File: src/rtl/ras_pkg.sv
// ras_pkg -- shared definitions for the return-address-stack sequencer.
//   RAS_AW      : return-address width
//   RAS_DEPTH   : number of entries in the attached return-address stack
//   ras_state_e : sequencer states
package ras_pkg;

   localparam int RAS_AW    = 12;
   localparam int RAS_DEPTH = 8;

   typedef enum logic [2:0] {
      FLUSH = 3'd0,
      IDLE  = 3'd1,
      CALL  = 3'd2,
      POP   = 3'd3,
      READ  = 3'd4,
      REJ   = 3'd5
   } ras_state_e;

endpackage

File: src/rtl/ras_ctrl_if.sv
// ras_ctrl_if -- call/return request handshake between the main control unit
// and the return-address-stack sequencer.
//   call_req  : call request, held until ack
//   ret_req   : return request, held until ack
//   call_addr : return address to save with a call
//   ack       : one-cycle completion pulse
//   err       : request rejected (valid with ack)
//   busy      : sequencer not idle
// Modports: master = control unit, slave = sequencer.
interface ras_ctrl_if
   import ras_pkg::*;
#(
   parameter int AW = RAS_AW
);

   logic          call_req;
   logic          ret_req;
   logic [AW-1:0] call_addr;
   logic          ack;
   logic          err;
   logic          busy;

   modport master (
      output call_req,
      output ret_req,
      output call_addr,
      input  ack,
      input  err,
      input  busy
   );

   modport slave (
      input  call_req,
      input  ret_req,
      input  call_addr,
      output ack,
      output err,
      output busy
   );

endinterface

File: src/rtl/ras_ctrl.sv
// ras_ctrl -- sequencer for an external return-address stack.
// Services call (push) and return (pop, then read) requests, tracks the live
// entry count with sticky overflow/underflow flags, and after reset pops the
// stack until its non-resettable pointer is back at zero.
// Ports:
//   clk, rst  : clock, synchronous active-high reset
//   cu        : request handshake (slave side)
//   stk_push  : stack push strobe      stk_pop  : stack pop strobe
//   stk_addr  : address to push        stk_top  : entry at the stack pointer
//   ret_addr  : popped return address  pc_sel   : ret_addr selects next PC
//   depth     : live entry count
//   ovf, unf  : sticky overflow / underflow flags, cleared by err_clr
module ras_ctrl
   import ras_pkg::*;
#(
   parameter int AW    = RAS_AW,
   parameter int DEPTH = RAS_DEPTH,
   parameter int PW    = $clog2(DEPTH),
   parameter int DW    = $clog2(DEPTH + 1)
)(
   input  logic          clk,
   input  logic          rst,
   ras_ctrl_if.slave     cu,
   output logic          stk_push,
   output logic          stk_pop,
   output logic [AW-1:0] stk_addr,
   input  logic [AW-1:0] stk_top,
   output logic [AW-1:0] ret_addr,
   output logic          pc_sel,
   output logic [DW-1:0] depth,
   output logic          ovf,
   output logic          unf,
   input  logic          err_clr
);

   localparam logic [DW-1:0] DEPTH_FULL = DW'(DEPTH);
   localparam logic [DW-1:0] DEPTH_ONE  = DW'(1);
   localparam logic [PW-1:0] PTR_ONE    = PW'(1);

   ras_state_e    state_q, state_d;
   logic [AW-1:0] a_q, a_d;
   logic [DW-1:0] depth_q, depth_d;
   logic          ovf_q, ovf_d;
   logic          unf_q, unf_d;
   logic          set_ovf, set_unf;

   // Shadow of the stack's own pointer. The stack pointer is not reset, so
   // this copy is not either; the initializer models the power-up value.
   logic [PW-1:0] ptr_sh_q = '0;
   logic [PW-1:0] ptr_sh_d;

   // Output decode from the registered state only (no req-to-ack path)
   always_comb begin
      cu.ack   = 1'b0;
      cu.err   = 1'b0;
      cu.busy  = 1'b1;
      stk_push = 1'b0;
      stk_pop  = 1'b0;
      stk_addr = '0;
      ret_addr = '0;
      pc_sel   = 1'b0;
      case (state_q)
         // pop is gated so a zero pointer never wraps to DEPTH-1
         FLUSH: stk_pop = (ptr_sh_q != '0);
         IDLE:  cu.busy = 1'b0;
         CALL: begin
            stk_push = 1'b1;
            stk_addr = a_q;
            cu.ack   = 1'b1;
         end
         POP:   stk_pop = 1'b1;
         READ: begin
            ret_addr = stk_top;
            pc_sel   = 1'b1;
            cu.ack   = 1'b1;
         end
         REJ: begin
            cu.ack = 1'b1;
            cu.err = 1'b1;
         end
         default: cu.busy = 1'b1;
      endcase
   end

   // Shadow pointer follows every push/pop seen by the stack, even during rst
   always_comb begin
      if (stk_push) begin
         ptr_sh_d = ptr_sh_q + PTR_ONE;
      end else if (stk_pop) begin
         ptr_sh_d = ptr_sh_q - PTR_ONE;
      end else begin
         ptr_sh_d = ptr_sh_q;
      end
   end

   // Next-state, depth and flag logic
   always_comb begin
      state_d = state_q;
      a_d     = a_q;
      depth_d = depth_q;
      set_ovf = 1'b0;
      set_unf = 1'b0;
      case (state_q)
         // leave as soon as the pop in flight brings the pointer to zero
         FLUSH: begin
            if (ptr_sh_d == '0) begin
               state_d = IDLE;
            end else begin
               state_d = FLUSH;
            end
         end
         // a call outranks a simultaneous return; the return stays pending
         IDLE: begin
            if (cu.call_req) begin
               if (depth_q < DEPTH_FULL) begin
                  state_d = CALL;
                  a_d     = cu.call_addr;
               end else begin
                  state_d = REJ;
                  set_ovf = 1'b1;
               end
            end else if (cu.ret_req) begin
               if (depth_q != '0) begin
                  state_d = POP;
               end else begin
                  state_d = REJ;
                  set_unf = 1'b1;
               end
            end else begin
               state_d = IDLE;
            end
         end
         CALL: begin
            state_d = IDLE;
            depth_d = depth_q + DEPTH_ONE;
         end
         POP: begin
            state_d = READ;
            depth_d = depth_q - DEPTH_ONE;
         end
         READ:    state_d = IDLE;
         REJ:     state_d = IDLE;
         default: state_d = FLUSH;
      endcase

      // clearing wins over a same-cycle set
      if (err_clr) begin
         ovf_d = 1'b0;
         unf_d = 1'b0;
      end else begin
         ovf_d = ovf_q | set_ovf;
         unf_d = unf_q | set_unf;
      end
   end

   // State register; reset skips FLUSH when the stack is already aligned
   always_ff @(posedge clk) begin
      if (rst) begin
         state_q <= (ptr_sh_d != '0) ? FLUSH : IDLE;
         a_q     <= '0;
         depth_q <= '0;
         ovf_q   <= 1'b0;
         unf_q   <= 1'b0;
      end else begin
         state_q <= state_d;
         a_q     <= a_d;
         depth_q <= depth_d;
         ovf_q   <= ovf_d;
         unf_q   <= unf_d;
      end
   end

   // Shadow pointer register (deliberately outside reset)
   always_ff @(posedge clk) begin
      ptr_sh_q <= ptr_sh_d;
   end

   assign depth = depth_q;
   assign ovf   = ovf_q;
   assign unf   = unf_q;

endmodule

File: src/flat_wrapper.sv
// flat-port wrapper written by rule: the top's interface ports become plain ports
module ras_ctrl_flat import ras_pkg::*;
#(
   parameter int AW    = RAS_AW,
   parameter int DEPTH = RAS_DEPTH,
   parameter int PW    = $clog2(DEPTH),
   parameter int DW    = $clog2(DEPTH + 1)
)
  (clk, rst, stk_push, stk_pop, stk_addr, stk_top, ret_addr, pc_sel, depth, ovf, unf, err_clr, cu_call_req, cu_ret_req, cu_call_addr, cu_ack, cu_err, cu_busy);
  ras_ctrl_if #(.AW(AW)) cu_i ();
  input  logic clk;
  input  logic rst;
  output logic stk_push;
  output logic stk_pop;
  output logic [AW-1:0] stk_addr;
  input  logic [AW-1:0] stk_top;
  output logic [AW-1:0] ret_addr;
  output logic pc_sel;
  output logic [DW-1:0] depth;
  output logic ovf;
  output logic unf;
  input  logic err_clr;
  input wire logic [$bits(cu_i.call_req)-1:0] cu_call_req;
  input wire logic [$bits(cu_i.ret_req)-1:0] cu_ret_req;
  input wire logic [$bits(cu_i.call_addr)-1:0] cu_call_addr;
  output wire logic [$bits(cu_i.ack)-1:0] cu_ack;
  output wire logic [$bits(cu_i.err)-1:0] cu_err;
  output wire logic [$bits(cu_i.busy)-1:0] cu_busy;
  assign cu_i.call_req = cu_call_req;
  assign cu_i.ret_req = cu_ret_req;
  assign cu_i.call_addr = cu_call_addr;
  assign cu_ack = cu_i.ack;
  assign cu_err = cu_i.err;
  assign cu_busy = cu_i.busy;
  ras_ctrl #(.AW(AW), .DEPTH(DEPTH), .PW(PW), .DW(DW)) u_core (.clk(clk), .rst(rst), .cu(cu_i), .stk_push(stk_push), .stk_pop(stk_pop), .stk_addr(stk_addr), .stk_top(stk_top), .ret_addr(ret_addr), .pc_sel(pc_sel), .depth(depth), .ovf(ovf), .unf(unf), .err_clr(err_clr));
endmodule
File: config.mk
export PLATFORM = sky130hd
export DESIGN_NAME = ras_ctrl_flat
export DESIGN_NICKNAME = d
export VERILOG_FILES = /design/src/rtl/ras_pkg.sv /design/src/rtl/ras_ctrl_if.sv /design/src/rtl/ras_ctrl.sv /design/src/flat_wrapper.sv
export SDC_FILE = /design/constraint.sdc
export NUM_CORES = 1
export LEC_CHECK = 0
export BUFFER_PORTS_ARGS = -buffer_cell sky130_fd_sc_hd__clkbuf_2
export CAP_MARGIN = 20
export CORE_AREA = 5 5 61 58
export CTS_BUF_LIST = sky130_fd_sc_hd__clkbuf_2 sky130_fd_sc_hd__clkbuf_4 sky130_fd_sc_hd__clkbuf_8
export DETAILED_ROUTE_END_ITERATION = 6
export DIE_AREA = 0 0 66 63
export PLACE_DENSITY = 0.85
export SLEW_MARGIN = 5
export SYNTH_ARGS = -nofsm -noshare
export SYNTH_HDL_FRONTEND = slang
export SYNTH_SLANG_ARGS = --single-unit
File: constraint.sdc
create_clock -name clk -period 6.8 [get_ports clk]
set_input_delay 0.68 -clock clk [delete_from_list [all_inputs] [get_ports clk]]
set_output_delay 0.68 -clock clk [all_outputs]
set_load 0.02 [all_outputs]
======== Word-level counts from Yosys, hierarchy flattened ========
Index checks and enable logic that the tools add are counted.
cells by class
  magnitude comparators ................... 1
  add/sub/neg operators ................... 4
  reduce and logical (&&, ||, !) cells .... 9
  bitwise gates (word level) .............. 2
  mux-type cells .......................... 26
  eq/ne operators ......................... 5
operator list
  kind                 number
  $mux 12              2
  $mux 3               7
  $mux 1               14
  $pmux 3 s4           1
  $pmux 4 s2           1
  $eq 3x2->1 const B   2
  $eq 3x3->1 const B   2
  $logic_not 3->1      2
  $reduce_bool 3->1    2
  $add 4x1->4 const B  1
  $lt 4x4->1 const B   1
  $reduce_bool 4->1    1
  $sub 4x1->4 const B  1
  $add 3x1->3 const B  1
  $eq 3x1->1 const B   1
  $reduce_and 3->1     1
  $reduce_or 3->1      1
  $sub 3x1->3 const B  1
  $or 1x1->1           2
  $pmux 1 s2           1
  $reduce_bool 2->1    1
  $reduce_or 2->1      1
word-level totals
  register bits after elaboration ......... 24
  output and inout port bits .............. 36

======== Depth between registers and ports, before layout ========
Gate-level depths: netlist of run 1.
  word-level depth ........................ 8
  mapped depth ............................ 10

======== Least setup slack after synthesis of run 1 ========
OpenSTA, ideal clock, no wires.
  path kind ............................... register -> register
  start ................................... register u_core.state_q[2]
  end ..................................... register u_core.depth_q[3], in the netlist u_core.depth[3]
  buffers on the path ..................... 2
  data required time ...................... 6679 ps
  setup time .............................. 121 ps
  slack ................................... 4625 ps
  data arrival time ....................... 2054 ps
  clock period less this slack ............ 2175 ps
  cell stages (with the launch flop) ...... 11
  cell sequence ........................... dfxtp_1 > buf_2 > nor2b_1 > buf_4 > nand2_1 > inv_1 > ha_1 > a21o_1 > a21oi_1 > mux2i_1 > mux2_2
between the ends
  longest elaborated chain between the ends .. 2
  elaborated cells between the ends (all ways) .. 4
ends and longest elaborated chain
  element                                          RTL line         source
  start: declaration                               ras_ctrl.sv:40   ras_state_e state_q, state_d;
  start signal: assignment                         ras_ctrl.sv:159  state_q <= (ptr_sh_d != '0) ? FLUSH : IDLE;
  start signal: assignment                         ras_ctrl.sv:165  state_q <= state_d;
  $eq 3x2->1                                       ras_ctrl.sv:103  case (state_q)
  $pmux 4 s2 or $reduce_bool 2->1 (tied branches)  n/a
  end signal: assignment                           ras_ctrl.sv:167  depth_q <= depth_d;
  end: declaration                                 ras_ctrl.sv:42   logic [DW-1:0] depth_q, depth_d;
Several ways; a longest one is shown, not always the timed one.
A chain may end at the register's enable or synchronous reset.

======== Worst setup path in the final report of run 1 ========
  start ................................... register u_core.ptr_sh_q[0]
  end ..................................... output stk_pop
between the ends
  longest elaborated chain between the ends .. 2
ends and longest elaborated chain
  element                   RTL line            source
  start: declaration        ras_ctrl.sv:49      logic [PW-1:0] ptr_sh_q = '0;
  start signal: assignment  ras_ctrl.sv:175     ptr_sh_q <= ptr_sh_d;
  $reduce_bool 3->1         ras_ctrl.sv:64      FLUSH: stk_pop = (ptr_sh_q != '0);
  $pmux 1 s2                ras_ctrl.sv:62      case (state_q)
  end: declaration          flat_wrapper.sv:14  output logic stk_pop;
Every way passes these cells.

==> results of run 1 <==
## logic make-up (layout without fill, tap and decap cells)
group | after synthesis | after routing | share of synthesized area
buffers and inverters | 24 | 82 | 0.08536
XOR/XNOR | 5 | 5 | 0.03145
multiplexers | 16 | 16 | 0.1159
flip-flops | 24 | 24 | 0.3450
AO/OA/AOI/OAI | 19 | 19 | 0.1069
AND/OR/NAND/NOR | 63 | 63 | 0.2561
adder cells (fa/ha/maj) | 6 | 6 | 0.05930
## worst max-delay path by stage
stage,to,cells after the start,startpoint
after CTS,stk_pop,6,u_core.ptr_sh_q[0]
after global placement,u_core.depth[3],9,u_core.state_q[1]
after floorplan,u_core.depth[3],10,u_core.state_q[2]
final,stk_pop,6,u_core.ptr_sh_q[0]
after global routing,ret_addr[7],4,u_core.state_q[2]
after detailed placement,u_core.depth[3],9,u_core.state_q[1]
## cells in the final DEF (no fill, tap or decap), types with 3 or more instances in the layout
cell      synthesis  routed
and3_1           12      12
and2_1           12      12
nand2_1           4       4
mux2i_1          15      15
nand2b_1          4       4
clkbuf_4          0       3
a21oi_1           5       5
nor2_1           20      20
dfxtp_1          24      24
inv_1            11      11
clkbuf_2          0      64
xnor2_1           3       3
ha_1              5       5
## layout make-up
class	instances	area (um^2)	share of cell area
clock buffers	4	36.28	0.02086
inverters	13	48.80	0.02806
multi-input cells	109	793.3	0.4561
flip-flops and latches	24	480.5	0.2763
well taps	42	52.55	0.03022
repair buffers	65	327.8	0.1885
## power by group through the flow
stage	Clock, mW	Sequential, mW	Combinational (mW)
3_3_place_gp	0	0.195	0.230
4_1_cts	0.0767	0.193	0.236
5_1_grt	0.0837	0.199	0.260
3_5_place_dp	0	0.196	0.235
6_report	0.0751	0.194	0.233
2_1_floorplan	0	0.187	0.196
## worst reg2reg max path, delay by kind of cell (launching register included)
family,cells,cell delay (ns)
fa+ha+maj,1,0.23
mux,2,0.54
compound gates,2,0.33
simple gates,2,0.33
buf+inv,2,0.34
flops,1,0.59
## flip-flops by register name (all words and copies together) (netlist names)
register,flops
u_core.a_q,12
u_core.depth,4
u_core.ovf,1
u_core.ptr_sh_q,3
u_core.state_q,3
u_core.unf,1
## metrics by stage
step	hold slack [ns]	area (um^2)	setup slack, ns	utilization
CTS	0.5083	1739	4.094	0.6046
global placement	0.4659	1703	4.431	0.5920
floorplan	0.4549	1393	4.625	-
global route	0.5086	1739	3.932	0.6046
finish	0.5072	1739	4.100	0.6046
detailed placement	0.4779	1703	4.386	0.5920
## metal layers
layer | vias up | track usage | part of all wire | wire length, um
met2 | 29 | 0.2741 | 0.53 | 1731
met3 | 2 | 0.04137 | 0.049 | 157
met5 | - | 0 | 0 | 0
li1 | 639 | - | - | -
met4 | 0 | 0.05584 | 0.0090 | 29
met1 | 588 | 0.1947 | 0.41 | 1318
==> results.sh, run 1 <==
export IMPL_hold_start="u_core.a_q[8]"
export IMPL_hold_violations=0
export IMPL_setup_tns_ns=0
export IMPL_clk_path_buf_depth=2
export IMPL_finalSetupViolCount=0
export IMPL_regToRegStartpoint="u_core.state_q[1]"
export IMPL_cts_resized=0
export IMPL_numCtsBuffers=3
export IMPL_die_w_um=66
export IMPL_clockPowerShare=0.150
export IMPL_finalNonFillerCells=257
export IMPL_postRouteAntennaNets=0
export IMPL_drive_above_1_share=0.3581
export IMPL_ios=65
export IMPL_hold_class="flip-flop to flip-flop"
export IMPL_clock_fmax_ghz=0.3703
export IMPL_synth_top_area_share=0.3450
export IMPL_swShare=0.3896
export IMPL_synth_area_top_cells="dfxtp_1, mux2i_1, and2_1, and3_1, nor2_1"
export IMPL_relSlewSlack=0.5624
export IMPL_cts_root_buf="clkbuf_4"
export IMPL_grtUsageTotal=0.1615
export IMPL_critical_path_max_fanout=5
export IMPL_worstSetupPathType="flip-flop to output pin"
export IMPL_place_gp_congestion=0.8365
export IMPL_grt_pass1_wl_um=5430
export IMPL_fin_crit_ns=2.700
export IMPL_period_share=0.3971
export IMPL_cts_sinks=24
export IMPL_max_stage_delay_ns=0.47
export IMPL_synthArstFlopShare=0
export IMPL_dp_hpwl_um=2499
export IMPL_cts_setup_buffers=0
export IMPL_postSynthCellCount=157
export IMPL_critPathTopFamily="flip-flops"
export IMPL_critPathRequiredTime_ns=6.12
export IMPL_whs_endpoint="u_core.a_q[8]"
export IMPL_grt_max_degree=24
export IMPL_synth_edf_count=0
export IMPL_path_clk_slew_ns=0.13
export IMPL_vdd_drop_max_uv=219.4
export IMPL_cpMaxStageDelayCell="dfxtp_1"
export IMPL_status="finished clean"
export IMPL_dp_cells=253
export IMPL_drt_drc_violations_left=0
export IMPL_cp_common_cell="ha_1"
export IMPL_fp_coreArea_mm2=0.002877
export IMPL_drt_iter0_drc=65
export IMPL_grt_pass1_vias=1248
export IMPL_wl_um=3236
export IMPL_path_cells="inv_1, ha_1, ha_1, or3_4, a21oi_4, clkbuf_2"
export IMPL_clk_latency_ns=0.32
export IMPL_finalPower_mw=0.5020
export IMPL_rr_worst_depth=9
export IMPL_min_path_cells=2
export IMPL_dieArea_mm2=0.004158
export IMPL_yosys_cell_types_count=40
export IMPL_reg2reg_slack_ns=4.33
export IMPL_arrival_ns=2.02
export IMPL_floorplan_initialDensity=0.4841
export IMPL_r2r_end="u_core.depth[3]"
export IMPL_p_leak_nw=0.9948
export IMPL_rows=19
export IMPL_worst_pin_slew_ns=0.6564
export IMPL_yosys_top_cells_count="dfxtp_1, nor2_1, mux2i_1"
export IMPL_antenna_found_initial=0
export IMPL_die_h_um=63
export IMPL_ys_flop_type="dfxtp_1"
export IMPL_htree_levels=1
export IMPL_synth_top_area_cell="dfxtp_1"
export IMPL_p_comb_frac=0.465
export IMPL_netlist_area_mm2=0.001393
export IMPL_dr_pass1_iters=4
export IMPL_final_max_slew_viol_count=0
export IMPL_finalNetCount=251
export IMPL_end_kind="output pin"
export IMPL_yosysWarnings=0
export IMPL_cts_tree="yes"
export IMPL_pwr_share_seq=0.386
export IMPL_synthToLayoutAreaGrowth_pct=24.89
export IMPL_drv_cap=0
export IMPL_path_buf_inv=2
export IMPL_io_buffers=64
export IMPL_power_internal_mw=0.3064
export IMPL_skew_ns=0.004270
export IMPL_syn_area_per_cell_um2=8.870
export IMPL_overflow=0
export IMPL_rsz0062_at_grt="false"
export IMPL_synth_seq_cells=24
export IMPL_num_vias=1258
export IMPL_p_per_area_mw_per_mm2=288.6
export IMPL_n_fill_cell=253
export IMPL_diodes=0
export IMPL_synthesis_nets=192
export IMPL_cts_hold_fix_buffers=0
export IMPL_drt_vias_per_instance=4.895
export IMPL_yosysSeqAreaShare=0.3450
export IMPL_p_switching_mw=0.1955
export IMPL_start_kind="flip-flop"
export IMPL_wire_per_inst_um=12.59
export IMPL_yosysMostFrequentCell="dfxtp_1"
No activity file was read; power rests on OpenSTA's default activity.
==> inputs of run 2 (changes only) <==
- ABC_AREA: default -> 1
- CORE_AREA: 5 5 61 58 -> 5 5 62 59
- DIE_AREA: 0 0 66 63 -> 0 0 67 64
- PLACE_DENSITY: 0.85 -> 0.79
- clock period: 6.8 -> 2.7 ns (I/O delays scaled with it)
==> results.sh, run 2 <==
export IMPL_skew_ns=0.01312
export IMPL_whs_endpoint="u_core.state_q[2]"
export IMPL_synthArstFlopShare=0
export IMPL_yosysMostFrequentCell="inv_1"
export IMPL_yosysSeqAreaShare=0.3671
export IMPL_finalPower_mw=1.184
export IMPL_wl_met2_um=1321
export IMPL_arrival_ns=1.62
export IMPL_ios=65
export IMPL_clk_path_buf_depth=2
export IMPL_diodes=0
export IMPL_synth_seq_cells=24
export IMPL_path_buf_inv=3
export IMPL_synth_compound_area_frac=0.1549
export IMPL_start_kind="flip-flop"
export IMPL_cts_resized=0
export IMPL_dp_hpwl_um=2464
export IMPL_synth_simple_gate_area_share=0.2533
export IMPL_fp_coreArea_mm2=0.002924
export IMPL_numCtsBuffers=3
export IMPL_largest_reg_flops=12
export IMPL_layout_commonest_cell="clkbuf_2"
export IMPL_io_buffers=64
export IMPL_synth_top_family_by_area="simple AND/OR/NAND/NOR gates"
export IMPL_synth_adder_area_share=0.06310
export IMPL_min_path_cells=2
export IMPL_grt_pass1_wl_um=4885
export IMPL_p_per_area_mw_per_mm2=692.8
export IMPL_top_layer="met4"
export IMPL_syn_area_per_cell_um2=6.746
export IMPL_worst_pin_slew_ns=0.4802
export IMPL_synth_xor_area_frac=0.01338
export IMPL_finalNetCount=293
export IMPL_rows=19
export IMPL_cts_root_buf="clkbuf_4"
export IMPL_floorplan_initialDensity=0.4476
export IMPL_synth_top_area_cell="dfxtp_1"
export IMPL_synth_area_top_cells="dfxtp_1, inv_1, nor2_1, a21oi_1, nand2_1"
export IMPL_dr_wl_met3_um=288
export IMPL_num_vias=1344
export IMPL_max_stage_delay_ns=0.41
export IMPL_finalSetupViolCount=0
export IMPL_drv_cap=0
export IMPL_cts_sinks=24
export IMPL_yosys_cell_types_count=25
export IMPL_vdd_drop_max_uv=303.6
export IMPL_dp_cells=295
export IMPL_hold_violations=0
export IMPL_grt_pass1_vias=1259
export IMPL_reg2reg_slack_ns=0.89
export IMPL_rr_worst_depth=9
export IMPL_p_leak_nw=0.9358
export IMPL_dieArea_mm2=0.004288
export IMPL_synthMuxAreaShare=0
export IMPL_die_w_um=67
export IMPL_cts_tree="yes"
export IMPL_synthesis_nets=229
export IMPL_critPathTopFamily="flip-flops"
export IMPL_period_share=0.7015
export IMPL_fin_crit_ns=1.894
export IMPL_top_register="u_core.a_q"
export IMPL_drt_iter0_drc=26
export IMPL_postRouteAntennaNets=0
export IMPL_most_common_layout_cells="clkbuf_2, inv_1, nor2_1, dfxtp_1"
export IMPL_end_kind="output pin"
export IMPL_worstSetupPathType="flip-flop to output pin"
export IMPL_status="finished clean"
export IMPL_place_gp_congestion=0.8818
export IMPL_grtUsageTotal=0.1394
export IMPL_critPathRequiredTime_ns=2.43
export IMPL_synth_top_area_share=0.3671
export IMPL_path_cells="inv_1, ha_1, ha_1, inv_1, nand3_2, nand2_1, clkbuf_2"
export IMPL_hold_start="rst"
export IMPL_netlist_area_mm2=0.001309
export IMPL_wl_met1_um=1369
export IMPL_finalNonFillerCells=299
export IMPL_cts_hold_fix_buffers=0
export IMPL_cts_setup_buffers=0
export IMPL_clk_latency_ns=0.31
export IMPL_synth_edf_count=0
export IMPL_regToRegStartpoint="u_core.state_q[1]"
export IMPL_wire_per_inst_um=10.03
export IMPL_path_clk_slew_ns=0.14
export IMPL_yosys_top_cells_count="inv_1, nor2_1, dfxtp_1"
export IMPL_relSlewSlack=0.6795
export IMPL_htree_levels=1
export IMPL_overflow=0
export IMPL_postSynthCellCount=194
export IMPL_final_max_slew_viol_count=0
export IMPL_dr_pass1_iters=4
export IMPL_antenna_found_initial=0
export IMPL_drt_drc_violations_left=0
export IMPL_wl_um=3000
export IMPL_rsz0062_at_grt="false"
export IMPL_clock_fmax_ghz=0.5280
export IMPL_critical_path_max_fanout=5
export IMPL_synthToLayoutAreaGrowth_pct=30.59
export IMPL_drive_above_1_share=0.3307
export IMPL_r2r_end="u_core.depth[3]"
export IMPL_die_h_um=64
export IMPL_grt_max_degree=25
export IMPL_cpMaxStageDelayCell="dfxtp_1"
export IMPL_ys_flop_type="dfxtp_1"
export IMPL_yosysWarnings=0
export IMPL_setup_tns_ns=0
export IMPL_hold_class="input pin to flip-flop"
export IMPL_drt_vias_per_instance=4.495
==> run 2: cell types whose count changed after synthesis, moves of 4 or more <==
cell,delta
a21oi_1,+15
nand2_1,+16
o21ai_1,+8
nor2_1,+12
nand2_2,+4
nand2b_1,-4
mux2i_1,-15
inv_1,+29
and3_1,-12
nand3_1,+9
o21ai_0,+7
and2_1,-12
==> run 2: metal layers <==
| layer | global-route usage | vias up |
|---|---|---|
| met4 | 0.04304 | 0 |
| li1 | - | 725 |
| met5 | 0 | - |
| met2 | 0.2454 | 53 |
| met1 | 0.1633 | 564 |
| met3 | 0.03503 | 2 |
==> run 2: cell families after synthesis <==
logic type | after synthesis
DFF | 24
xor gates and xnor gates | 2
buffers and inverters | 50
and+or+nand+nor | 73
adders and majority gates | 6
AOI/OAI and AO/OA | 39
==> run 2: how the worst max path moves through the flow <==
| stage | from | endpoint | slack (ns) | cells after the start |
|---|---|---|---|---|
| 6_report | u_core.ptr_sh_q[1] | stk_pop | 0.81 | 7 |
| 5_1_grt | u_core.state_q[2] | ret_addr[3] | 0.69 | 5 |
| 4_1_cts | u_core.ptr_sh_q[0] | stk_pop | 0.77 | 7 |
| 3_5_place_dp | u_core.state_q[1] | u_core.depth[3] | 0.90 | 9 |
| 3_3_place_gp | u_core.state_q[1] | u_core.depth[3] | 0.98 | 9 |
| 2_1_floorplan | u_core.state_q[2] | ret_addr[10] | 1.02 | 5 |
==> run 2: layout make-up <==
class / count / area, um^2
fillers: 310 / 1215
multi-input cells: 120 / 634.4
flip-flops and latches: 24 / 480.5
repair buffers: 64 / 320.3
inverters: 45 / 168.9
well taps: 42 / 52.55
clock inverters: 1 / 30.03
clock buffers: 3 / 22.52
==> run 2: through the flow <==
stage	hold slack, ns	instance area [um^2]	setup slack, ns	util
finish	0.1642	1709	0.8060	0.5845
global route	0.1614	1709	0.6856	0.5845
CTS	0.1448	1709	0.7748	0.5845
detailed placement	0.4469	1657	0.8997	0.5665
global placement	0.4392	1657	0.9844	0.5665
floorplan	0.3394	1309	1.017	-
==> run 2: worst reg2reg max path, cell delays in order, from the launching register on <==
cell,delay (ns)
dfxtp_1,0.39
inv_2,0.07
nor2_4,0.19
nand2_2,0.17
inv_1,0.11
ha_1,0.26
a21oi_1,0.20
nand3_1,0.13
a21oi_1,0.15
nor2_1,0.05
==> run 2: power by group <==
group / internal, mW / switching [mW]
registers: 0.421 / 0.0404
logic: 0.170 / 0.298
clock network: 0.150 / 0.104
==> inputs of run 3 (changes only) <==
- clock period: 2.7 -> 1.9 ns (I/O delays scaled with it)
==> results.sh, run 3 (same netlist as run 2, synthesis figures left out) <==
export IMPL_status="finished clean"
export IMPL_max_stage_delay_ns=0.37
export IMPL_whs_endpoint="u_core.state_q[2]"
export IMPL_cts_setup_buffers=0
export IMPL_clock_fmax_ghz=0.5651
export IMPL_rr_worst_depth=9
export IMPL_synthToLayoutAreaGrowth_pct=32.12
export IMPL_num_vias=1389
export IMPL_path_buf_inv=3
export IMPL_hold_class="input pin to flip-flop"
export IMPL_finalNetCount=295
export IMPL_drt_iter0_drc=28
export IMPL_drive_above_1_share=0.3514
export IMPL_ios=65
export IMPL_finalSetupViolCount=0
export IMPL_antenna_found_initial=0
export IMPL_dp_hpwl_um=2514
export IMPL_grt_pass1_vias=1291
export IMPL_floorplan_initialDensity=0.4476
export IMPL_final_util=0.5914
export IMPL_diodes=0
export IMPL_numCtsBuffers=3
export IMPL_cts_hold_fix_buffers=0
export IMPL_io_buffers=64
export IMPL_grt_max_degree=25
export IMPL_postRouteAntennaNets=0
export IMPL_path_clk_slew_ns=0.13
export IMPL_worstSetupPathType="flip-flop to output pin"
export IMPL_dr_pass1_iters=4
export IMPL_regToRegStartpoint="u_core.state_q[1]"
export IMPL_cts_sinks=24
export IMPL_wl_met1_um=1380
export IMPL_drv_cap=0
export IMPL_setup_tns_ns=0
export IMPL_finalPower_mw=1.718
export IMPL_top_register="u_core.a_q"
export IMPL_die_w_um=67
export IMPL_fin_crit_ns=1.770
export IMPL_place_gp_congestion=0.8829
export IMPL_drt_drc_violations_left=0
export IMPL_clk_latency_ns=0.31
export IMPL_rows=19
export IMPL_vdd_drop_max_uv=461.7
export IMPL_path_cells="inv_1, ha_1, ha_1, inv_1, nand3_2, nand2_2, buf_2"
export IMPL_min_path_cells=2
export IMPL_end_kind="output pin"
export IMPL_p_leak_nw=0.9454
export IMPL_critPathRequiredTime_ns=1.71
export IMPL_period_share=0.9314
export IMPL_overflow=0
export IMPL_largest_reg_flops=12
export IMPL_wl_um=3162
export IMPL_wl_met2_um=1442
export IMPL_skew_ns=0.0008570
export IMPL_dr_wl_met3_um=317
export IMPL_final_max_slew_viol_count=0
export IMPL_relSlewSlack=0.6586
export IMPL_reg2reg_slack_ns=0.31
export IMPL_grtUsageTotal=0.1512
export IMPL_critPathTopFamily="adder cells"
export IMPL_r2r_end="u_core.depth[3]"
export IMPL_wire_per_inst_um=10.50
export IMPL_fp_coreArea_mm2=0.002924
export IMPL_most_common_layout_cells="clkbuf_2, inv_1, nor2_1, dfxtp_1, a21oi_1"
export IMPL_layout_commonest_cell="clkbuf_2"
export IMPL_grt_pass1_wl_um=5319
export IMPL_p_per_area_mw_per_mm2=993.3
export IMPL_arrival_ns=1.58
export IMPL_worst_pin_slew_ns=0.5116
export IMPL_clk_path_buf_depth=2
export IMPL_hold_violations=0
export IMPL_critical_path_max_fanout=5
export IMPL_cts_tree="yes"
export IMPL_cpMaxStageDelayCell="dfxtp_2"
export IMPL_die_h_um=64
export IMPL_dieArea_mm2=0.004288
export IMPL_cts_root_buf="clkbuf_4"
export IMPL_start_kind="flip-flop"
export IMPL_htree_levels=1
export IMPL_hold_start="rst"
export IMPL_drt_vias_per_instance=4.615
export IMPL_top_layer="met4"
-- run 3: metrics by stage --
stage	setup slack (ns)	instance area [um^2]	cells	hold slack [ns]
global route	-0.003121	1729	301	0.07500
finish	0.1303	1729	301	0.07122
global placement	0.3831	1672	297	0.4091
CTS	0.06980	1724	301	0.05232
detailed placement	0.3440	1672	297	0.4070
floorplan	0.2672	1309	194	0.2594
-- run 3: layout make-up --
cell class / count / area (um^2)
inverter: 45 / 168.9
sequential: 24 / 483.0
clock buffer: 3 / 22.52
multi-input combinational: 120 / 636.9
fill: 290 / 1195
tap: 42 / 52.55
clock inverter: 1 / 30.03
timing repair buffer: 66 / 335.3
-- run 3: layer usage --
layer | GRT usage | vias up
met5 | 0 | -
met4 | 0.04557 | 0
met3 | 0.03678 | 2
met2 | 0.2663 | 48
met1 | 0.1782 | 613
li1 | - | 726
-- run 3: worst max-delay path by stage --
stage	from	end	depth (start not counted)
final	u_core.ptr_sh_q[0]	stk_pop	7
after global routing	u_core.ptr_sh_q[0]	stk_pop	7
after CTS	u_core.ptr_sh_q[1]	stk_pop	7
after detailed placement	u_core.state_q[1]	u_core.depth[3]	9
after global placement	u_core.state_q[2]	u_core.depth[3]	8
after floorplan	u_core.state_q[1]	u_core.depth[3]	9
-- run 3: power by group --
part,switching (mW),internal [mW]
clock network,0.155,0.213
registers,0.0587,0.604
logic,0.442,0.246
-- run 3: timing repair --
action,4_1_cts,5_1_grt
hold endpoints to repair,0,0
gates resized for setup,0,5
setup endpoints to repair,0,13
